--- src/rtl/pe_stream_feeder.sv ---
// pe_stream_feeder: transmit-side controller for the 8-lane pipelined PE
// (multiply + 3-level adder tree, PE_LAT register stages).
//
// Takes a valid/ready stream of beats (8 x 2-bit activations, 8 x 16-bit
// weights), feeds the PE with weights delayed one cycle behind their
// activations, and tracks every beat in flight with a {valid,last} tag that
// walks alongside the PE pipeline.
//
// Every CHUNKS PE results are summed (mod 2^16) into one neuron output, which
// is presented on m_data/m_index with m_valid. The whole PE pipeline and this
// controller freeze while a result is held under backpressure.
//
// Ports:
//   clk, rst          clock, synchronous active-high reset
//   clear             soft abort, flushes all in-flight state
//   s_valid/s_ready   input beat handshake; s_act[2i+1:2i], s_wgt[16i+15:16i]
//   pe_en, pe_clr     PE pipeline enable / synchronous clear
//   pe_act, pe_wgt    PE activation / weight inputs
//   pe_out            PE result
//   m_valid/m_ready   result handshake; m_data neuron sum, m_index neuron number
//   busy              beats in flight, partial neuron, or result pending

// Per-lane datapath: activation gated to zero on bubbles, weight registered so
// it reaches the PE's multiplier in the same cycle as the registered activation.
module pe_feed_lane #(
    parameter int ACT_W = 2,
    parameter int VEC_W = 16
) (
    input  logic             clk,
    input  logic             flush,
    input  logic             adv,
    input  logic             accept,
    input  logic [ACT_W-1:0] s_act,
    input  logic [VEC_W-1:0] s_wgt,
    output logic [ACT_W-1:0] pe_act,
    output logic [VEC_W-1:0] pe_wgt
);
    logic [VEC_W-1:0] wgt_q;

    assign pe_act = accept ? s_act : '0;
    assign pe_wgt = wgt_q;

    // Held while the PE is stalled so the frozen stage-1 activation keeps its
    // matching weight.
    always_ff @(posedge clk) begin
        if (flush)
            wgt_q <= '0;
        else if (adv)
            wgt_q <= accept ? s_wgt : '0;
    end
endmodule

module pe_stream_feeder #(
    parameter int CHUNKS = 4,
    parameter int PE_LAT = 5,
    parameter int IDX_W  = 8
) (
    input  logic             clk,
    input  logic             rst,
    input  logic             clear,
    input  logic             s_valid,
    output logic             s_ready,
    input  logic [15:0]      s_act,
    input  logic [127:0]     s_wgt,
    output logic             pe_en,
    output logic             pe_clr,
    output logic [15:0]      pe_act,
    output logic [127:0]     pe_wgt,
    input  logic [15:0]      pe_out,
    output logic             m_valid,
    input  logic             m_ready,
    output logic [15:0]      m_data,
    output logic [IDX_W-1:0] m_index,
    output logic             busy
);
    localparam int NUM_LANES = 8;
    localparam int ACT_W     = 2;
    localparam int VEC_W     = 16;
    localparam int CNT_W     = (CHUNKS > 1) ? $clog2(CHUNKS) : 1;
    localparam logic [CNT_W-1:0] CNT_LAST = CNT_W'(CHUNKS - 1);

    logic adv, accept, flush, last_in, fire;
    logic [CNT_W-1:0]  cnt;
    logic [PE_LAT-1:0] vld_pipe;
    logic [PE_LAT-1:0] last_pipe;
    logic [15:0]       acc, sum;
    logic [IDX_W-1:0]  idx_cnt;

    logic [NUM_LANES-1:0][ACT_W-1:0] act_in, act_pe;
    logic [NUM_LANES-1:0][VEC_W-1:0] wgt_in, wgt_pe;

    // The only stall source is a held result: everything advances otherwise.
    assign adv     = !(m_valid && !m_ready);
    assign pe_en   = adv;
    assign pe_clr  = rst || clear;
    assign flush   = rst || clear;
    assign s_ready = adv && !clear && !rst;
    assign accept  = s_valid && s_ready;
    assign last_in = (cnt == CNT_LAST);

    // Oldest tag lines up with the PE output for the same beat.
    assign fire = adv && vld_pipe[PE_LAT-1];
    assign sum  = (CHUNKS == 1) ? pe_out : acc + pe_out;
    assign busy = (|vld_pipe) || (cnt != '0) || m_valid;

    assign act_in = s_act;
    assign wgt_in = s_wgt;
    assign pe_act = act_pe;
    assign pe_wgt = wgt_pe;

    for (genvar i = 0; i < NUM_LANES; i++) begin : g_lane
        pe_feed_lane #(
            .ACT_W (ACT_W),
            .VEC_W (VEC_W)
        ) u_lane (
            .clk    (clk),
            .flush  (flush),
            .adv    (adv),
            .accept (accept),
            .s_act  (act_in[i]),
            .s_wgt  (wgt_in[i]),
            .pe_act (act_pe[i]),
            .pe_wgt (wgt_pe[i])
        );
    end

    always_ff @(posedge clk) begin
        if (rst || clear) begin
            cnt       <= '0;
            vld_pipe  <= '0;
            last_pipe <= '0;
            acc       <= '0;
            m_valid   <= 1'b0;
            idx_cnt   <= '0;
            m_index   <= '0;
            if (rst)
                m_data <= '0;
        end else begin
            if (accept)
                cnt <= last_in ? '0 : cnt + CNT_W'(1);

            if (adv) begin
                vld_pipe[0]  <= accept;
                last_pipe[0] <= accept && last_in;
                for (int k = 1; k < PE_LAT; k++) begin
                    vld_pipe[k]  <= vld_pipe[k-1];
                    last_pipe[k] <= last_pipe[k-1];
                end
            end

            if (fire) begin
                if (last_pipe[PE_LAT-1]) begin
                    m_data  <= sum;
                    m_index <= idx_cnt;
                    idx_cnt <= idx_cnt + IDX_W'(1);
                    acc     <= '0;
                end else begin
                    acc <= sum;
                end
            end

            // A new result replaces a consumed one in the same cycle (no bubble).
            if (fire && last_pipe[PE_LAT-1])
                m_valid <= 1'b1;
            else if (m_ready)
                m_valid <= 1'b0;
        end
    end
endmodule

--- config.mk ---
export PLATFORM = sky130hd
export DESIGN_NAME = pe_stream_feeder
export DESIGN_NICKNAME = d
export VERILOG_FILES = /design/src/rtl/pe_stream_feeder.sv
export SDC_FILE = /design/constraint.sdc
export NUM_CORES = 1
export LEC_CHECK = 0
export BUFFER_PORTS_ARGS = -buffer_cell sky130_fd_sc_hd__buf_2
export CORE_MARGIN = 2
export CORE_UTILIZATION = 49
export DETAILED_ROUTE_END_ITERATION = 16
export GPL_ROUTABILITY_DRIVEN = 1
export HOLD_SLACK_MARGIN = 0.12
export PLACE_DENSITY = 0.83
export SLEW_MARGIN = 10
export SYNTH_ARGS = -nofsm -noshare
export SYNTH_HDL_FRONTEND = slang
export SYNTH_HIERARCHICAL = 1
export SYNTH_SLANG_ARGS = --single-unit
--- constraint.sdc ---
create_clock -name clk -period 3.7 [get_ports clk]
set_input_delay 1.11 -clock clk [delete_from_list [all_inputs] [get_ports clk]]
set_output_delay 1.11 -clock clk [all_outputs]
set_load 0.05 [all_outputs]
# ---- Yosys cells after proc, flatten, opt, wreduce, memory -nomap -nowiden
# Index checks and enable logic that the tools add are counted.
dict set report word_totals {
  latchBits 0
  romBits 0
  mem_count 0
  wordCells 66
  ff_bits 189
  out_inout_bits 173
  mem_bits_rw 0
}
dict set report classes {
  bitwise_logic 0
  eq_ne 2
  n_mul 0
  div 0
  n_shift 0
  mux 24
  n_addsub 3
  reduce_logical 21
  order_cmp 0
}
# op n
set op_table {}
lappend op_table {{$mux 16} 13}
lappend op_table {{$mux 2} 9}
lappend op_table {{$add 16x16->16} 1}
lappend op_table {{$add 8x1->8 const B} 1}
lappend op_table {{$reduce_bool 2->1} 4}
lappend op_table {{$logic_and 1x1->1} 7}
lappend op_table {{$reduce_or 5->1} 1}
lappend op_table {{$logic_not 1->1} 4}
lappend op_table {{$logic_or 1x1->1} 3}
lappend op_table {{$reduce_and 3->1} 1}
lappend op_table {{$add 2x1->2 const B} 1}
lappend op_table {{$eq 2x2->1 const B} 1}
lappend op_table {{$mux 1} 2}
lappend op_table {{$ne 2x2->1 const B} 1}
lappend op_table {{$reduce_and 2->1} 1}

# ---- Depth between registers and ports, before layout
dict set report logic_depth {
  depth_word 7
  depth_mapped 7
}

# ---- Hierarchy
# Netlist, hierarchy kept.
# mod area_each_um2 cells_each instances
set modules_own_cells {}
lappend modules_own_cells {pe_feed_lane 665.6 73 8}
lappend modules_own_cells {pe_stream_feeder 3035.4 331 1}

# ---- Worst setup path after synthesis
# Ideal clock, no wire load.
dict set report synth_path {
  kind {input to output}
  start {in m_ready}
  end {out pe_en}
  stages 3
  required_time_ns 2.590
  slack_ns -0.262
  arrival_ns 2.852
  path_cell_list {nor2b_1 -> inv_2 -> buf_1}
}
dict set report synth_between {
  elab_chain_len 3
}
# item line_no
set synth_lines {}
lappend synth_lines {{from (decl)} 71} ;# input logic m_ready,
lappend synth_lines {{$logic_not 1->1} 93} ;# assign adv = !(m_valid && !m_ready);
lappend synth_lines {{$logic_and 1x1->1} 93}
lappend synth_lines {{$logic_not 1->1} 93}
lappend synth_lines {{to (decl)} 65} ;# output logic pe_en,
# Every way passes these cells.

# ---- Worst setup path in the final report
dict set report layout_path {
  start {in m_ready}
  end {out pe_act[12]}
}
dict set report layout_between {
  elab_chain_len 7
}
# item line_no
set layout_lines {}
lappend layout_lines {{$logic_not 1->1} 93}
lappend layout_lines {{$logic_and 1x1->1} 93}
lappend layout_lines {{$logic_not 1->1} 93}
lappend layout_lines {{$logic_and 1x1->1 (2 in a row)} 97} ;# assign s_ready = adv && !clear && !rst;
lappend layout_lines {{$logic_and 1x1->1} 98} ;# assign accept = s_valid && s_ready;
lappend layout_lines {{named net accept} 82} ;# logic adv, accept, flush, last_in, fire;
lappend layout_lines {{$mux 2} 40} ;# assign pe_act = accept ? s_act : '0;
lappend layout_lines {{to (decl)} 67} ;# output logic [15:0] pe_act,
# The timed path passes the listed nets, and every way through them passes these cells.

==> impl_metrics.json <==
{
  "min_period_over_period_pct": 92.7,
  "cts_buffer_depth": 2,
  "setup_viol": 0,
  "synth-edff-count": 16,
  "final_area_um2": 10500,
  "dp_hpwl_mm": 15.8,
  "finalMaxSlewViolations": 0,
  "fp.dieW_um": 135,
  "intPower_mw": 3.25,
  "grt_overflow": 0,
  "path_class": "input port to primary output",
  "cp-end-kind": "primary output",
  "seq_power_share_pct": 48.6,
  "die_y_um": 135,
  "arrival_ns": 2.32,
  "yosysUniqueCellTypes": 49,
  "vias": 7632,
  "drt-wirelength-per-cell_um": 15.5,
  "fin_tns_setup_ns": 0,
  "clock_sinks": 189,
  "p_comb_share_pct": 9.1,
  "drtAntennaViolNets": 0,
  "synth_most_common_cell": "dfxtp_1",
  "synthArstFlopShare_pct": 0,
  "root_buffer": "clkbuf_16",
  "synth_top_area_share_pct": 41.4,
  "core_um2": 16600,
  "cellPowerDensity_nw_per_um2": 411,
  "wl_met1_mm": 9.16,
  "yosys-top-cells-count": "dfxtp_1 (173), a21oi_1 (155), nand3_1 (135)",
  "status": "finished, final reports clean",
  "synth_nets": 1099,
  "clkPwrFrac_pct": 42.3,
  "initial_utilization_pct": 50.2,
  "routed_wl_mm": 22.6,
  "drive_gt1_share_pct": 32.6,
  "antenna_found_initial": 4,
  "pin_count": 338,
  "dp.cells": 1417,
  "synth_warnings": 6,
  "regArea_um2": 3940,
  "worstPathRequired_ns": 2.59,
  "cts_made_buffers": 17,
  "dr.pass1.iters": 5,
  "rows": 47,
  "clk-insertion-delay-late_ns": 0.42,
  "routabilityCongestion": 0.880,
  "dr_wl_met2_mm": 11.2,
  "areaGrowthSynthToFinish_pct": 25.7,
  "yosysSeqAreaShare_pct": 47.2,
  "worstHoldPathType": "flip-flop to flip-flop",
  "cts.clk_slew.worst_paths_ns": 0.06,
  "rsz0062_at_grt": "no",
  "switching_power_mw": 1.07,
  "ir_drop_mv": 0.309,
  "cp-start-kind": "input port",
  "stdcell_count": 1452,
  "wl_met3_mm": 1.39,
  "yosys-top-cells-area": "dfxtp_1 (41%), nand2b_1 (9.6%), a21oi_1 (9.3%)",
  "mappedNetlistArea_um2": 8360,
  "crit_path_max_fanout": 32,
  "grt_use_total_pct": 23.7,
  "nets": 1400,
  "grt_max_degree": 274,
  "relSlewSlack_pct": 30.8,
  "viasPerCell": 5.26,
  "post_cts_buffers": 0,
  "multi_input_comb_area_um2": 3780,
  "drc": 0,
  "power.leakage_nw": 4.47,
  "max_cap_viol_count": 0,
  "topRoutingLayerUsed": "met4",
  "die_area_um2": 18100,
  "yosys.area.top_type": "dfxtp_1",
  "cts_resized": 0,
  "cts_tree": "built",
  "fin_skew_ns": 0.00816,
  "hold_viol": 0,
  "dominantRegCellSynth": "dfxtp_1",
  "fill_cells": 1399,
  "cts.hold.buffers_added": 0,
  "portBuffers": 337,
  "fin_crit_ns": 3.43,
  "synth-seq-cells": 189,
  "reg2reg_slack_ns": 1.37,
  "grt_first_pass_wirelength_mm": 34.4,
  "syn_avg_cell_area_um2": 9.14,
  "tightest_slew_ns": 1.04,
  "grt_pass1_vias": 7022,
  "dpl_cell_area_um2": 9910,
  "netlist_instances": 915,
  "drt_iter0_markers": 459,
  "swShare_pct": 24.7,
  "clock.fmax_ghz": 0.292,
  "htree_levels": 4
}
-- cells in the final DEF (no fill, tap or decap), types with 6 or more instances in the layout --
| cell type | netlist | layout |
|---|---|---|
| buf_4 | 0 | 11 |
| dfxtp_1 | 173 | 173 |
| o21ai_0 | 13 | 13 |
| nand3_1 | 135 | 135 |
| a21oi_2 | 9 | 9 |
| inv_6 | 0 | 6 |
| buf_2 | 12 | 337 |
| nor3_1 | 8 | 8 |
| xnor2_1 | 10 | 10 |
| o211ai_1 | 6 | 6 |
| and2_1 | 22 | 22 |
| nand2b_1 | 128 | 128 |
| nand2_1 | 50 | 50 |
| ha_1 | 18 | 18 |
| a21o_1 | 6 | 6 |
| nor2_1 | 28 | 28 |
| inv_1 | 7 | 6 |
| a21oi_1 | 155 | 155 |
| mux2i_1 | 6 | 6 |
| edfxtp_1 | 16 | 16 |
| clkbuf_16 | 0 | 18 |
-- metal layers --
| metal | vias to the layer above | GRT usage [%] |
|---|---|---|
| met2 | 276 | 39.8 |
| met4 | 0 | 11.2 |
| met5 | - | 0 |
| met1 | 3535 | 28.6 |
| met3 | 55 | 5.78 |
| li1 | 3766 | - |
-- registers in the layout, indices dropped and copies added, names as in the netlist --
name and flops:
m_index 8, g_lane.u_lane/pe_wgt 128, idx_cnt 8, m_data 16
cnt 2, last_pipe 5, acc 16, vld_pipe 5
m_valid 1
-- worst paths after layout --
kind | startpoint | end | cells after the start
min reg2reg | last_pipe[1] | last_pipe[1] | 2
max | m_ready | pe_act[12] | 7
max reg2reg | acc[0] | m_data[14] | 7
min | last_pipe[1] | last_pipe[1] | 2
-- power by group through the flow --
stage                     registers [mW]  clock network (mW)  logic (mW)
after CTS                           2.10                1.87       0.395
after floorplan                     2.24                   0       0.159
final                               2.10                1.83       0.394
after detailed placement            2.15                   0       0.393
after global routing                2.10                1.94       0.422
after global placement              2.15                   0       0.389
-- through the flow --
step / total power [mW] / utilization (%) / hold slack [ns] / worst slack (ns)
after floorplan: 2.40 / - / 0.429 / 0.0197
after global placement: 2.54 / 59.5 / 0.437 / 0.287
after detailed placement: 2.54 / 59.5 / 0.448 / 0.267
after CTS: 4.37 / 63.1 / 0.459 / 0.266
after global routing: 4.47 / 63.2 / 0.479 / 0.222
final: 4.32 / 63.2 / 0.454 / 0.272
-- worst max-delay path, cell delays in order --
cell and delay, ns:
buf_2 0.10, nor2b_1 0.29, inv_6 0.06, and3_4 0.20, buf_12 0.16, and2_1 0.17, buf_2 0.21
-- cells by family (layout without fill, tap and decap cells) --
kind of cell / Yosys count / in the layout / synth area share, %
and+or+nand+nor: 397 / 397 / 25.5
AOI/OAI and AO/OA: 210 / 210 / 14.4
DFF: 189 / 189 / 47.2
buffers and inverters: 79 / 393 / 7.69
adders and majority gates: 19 / 19 / 2.93
xor gates and xnor gates: 15 / 15 / 1.57
muxes: 6 / 6 / 0.718
other: 0 / 3 / 0
-- area by class of cell --
cell class                      instances  area share, %
Clock buffer                           22           4.71
Timing Repair Buffer                  353           17.8
Clock inverter                         10          0.952
Sequential cell                       189           37.5
Multi-Input combinational cell        647           36.0
Tap cell                              220           2.62
Inverter                                8          0.381
Antenna cell                            3         0.0714
(Power assumes the default switching activity.)
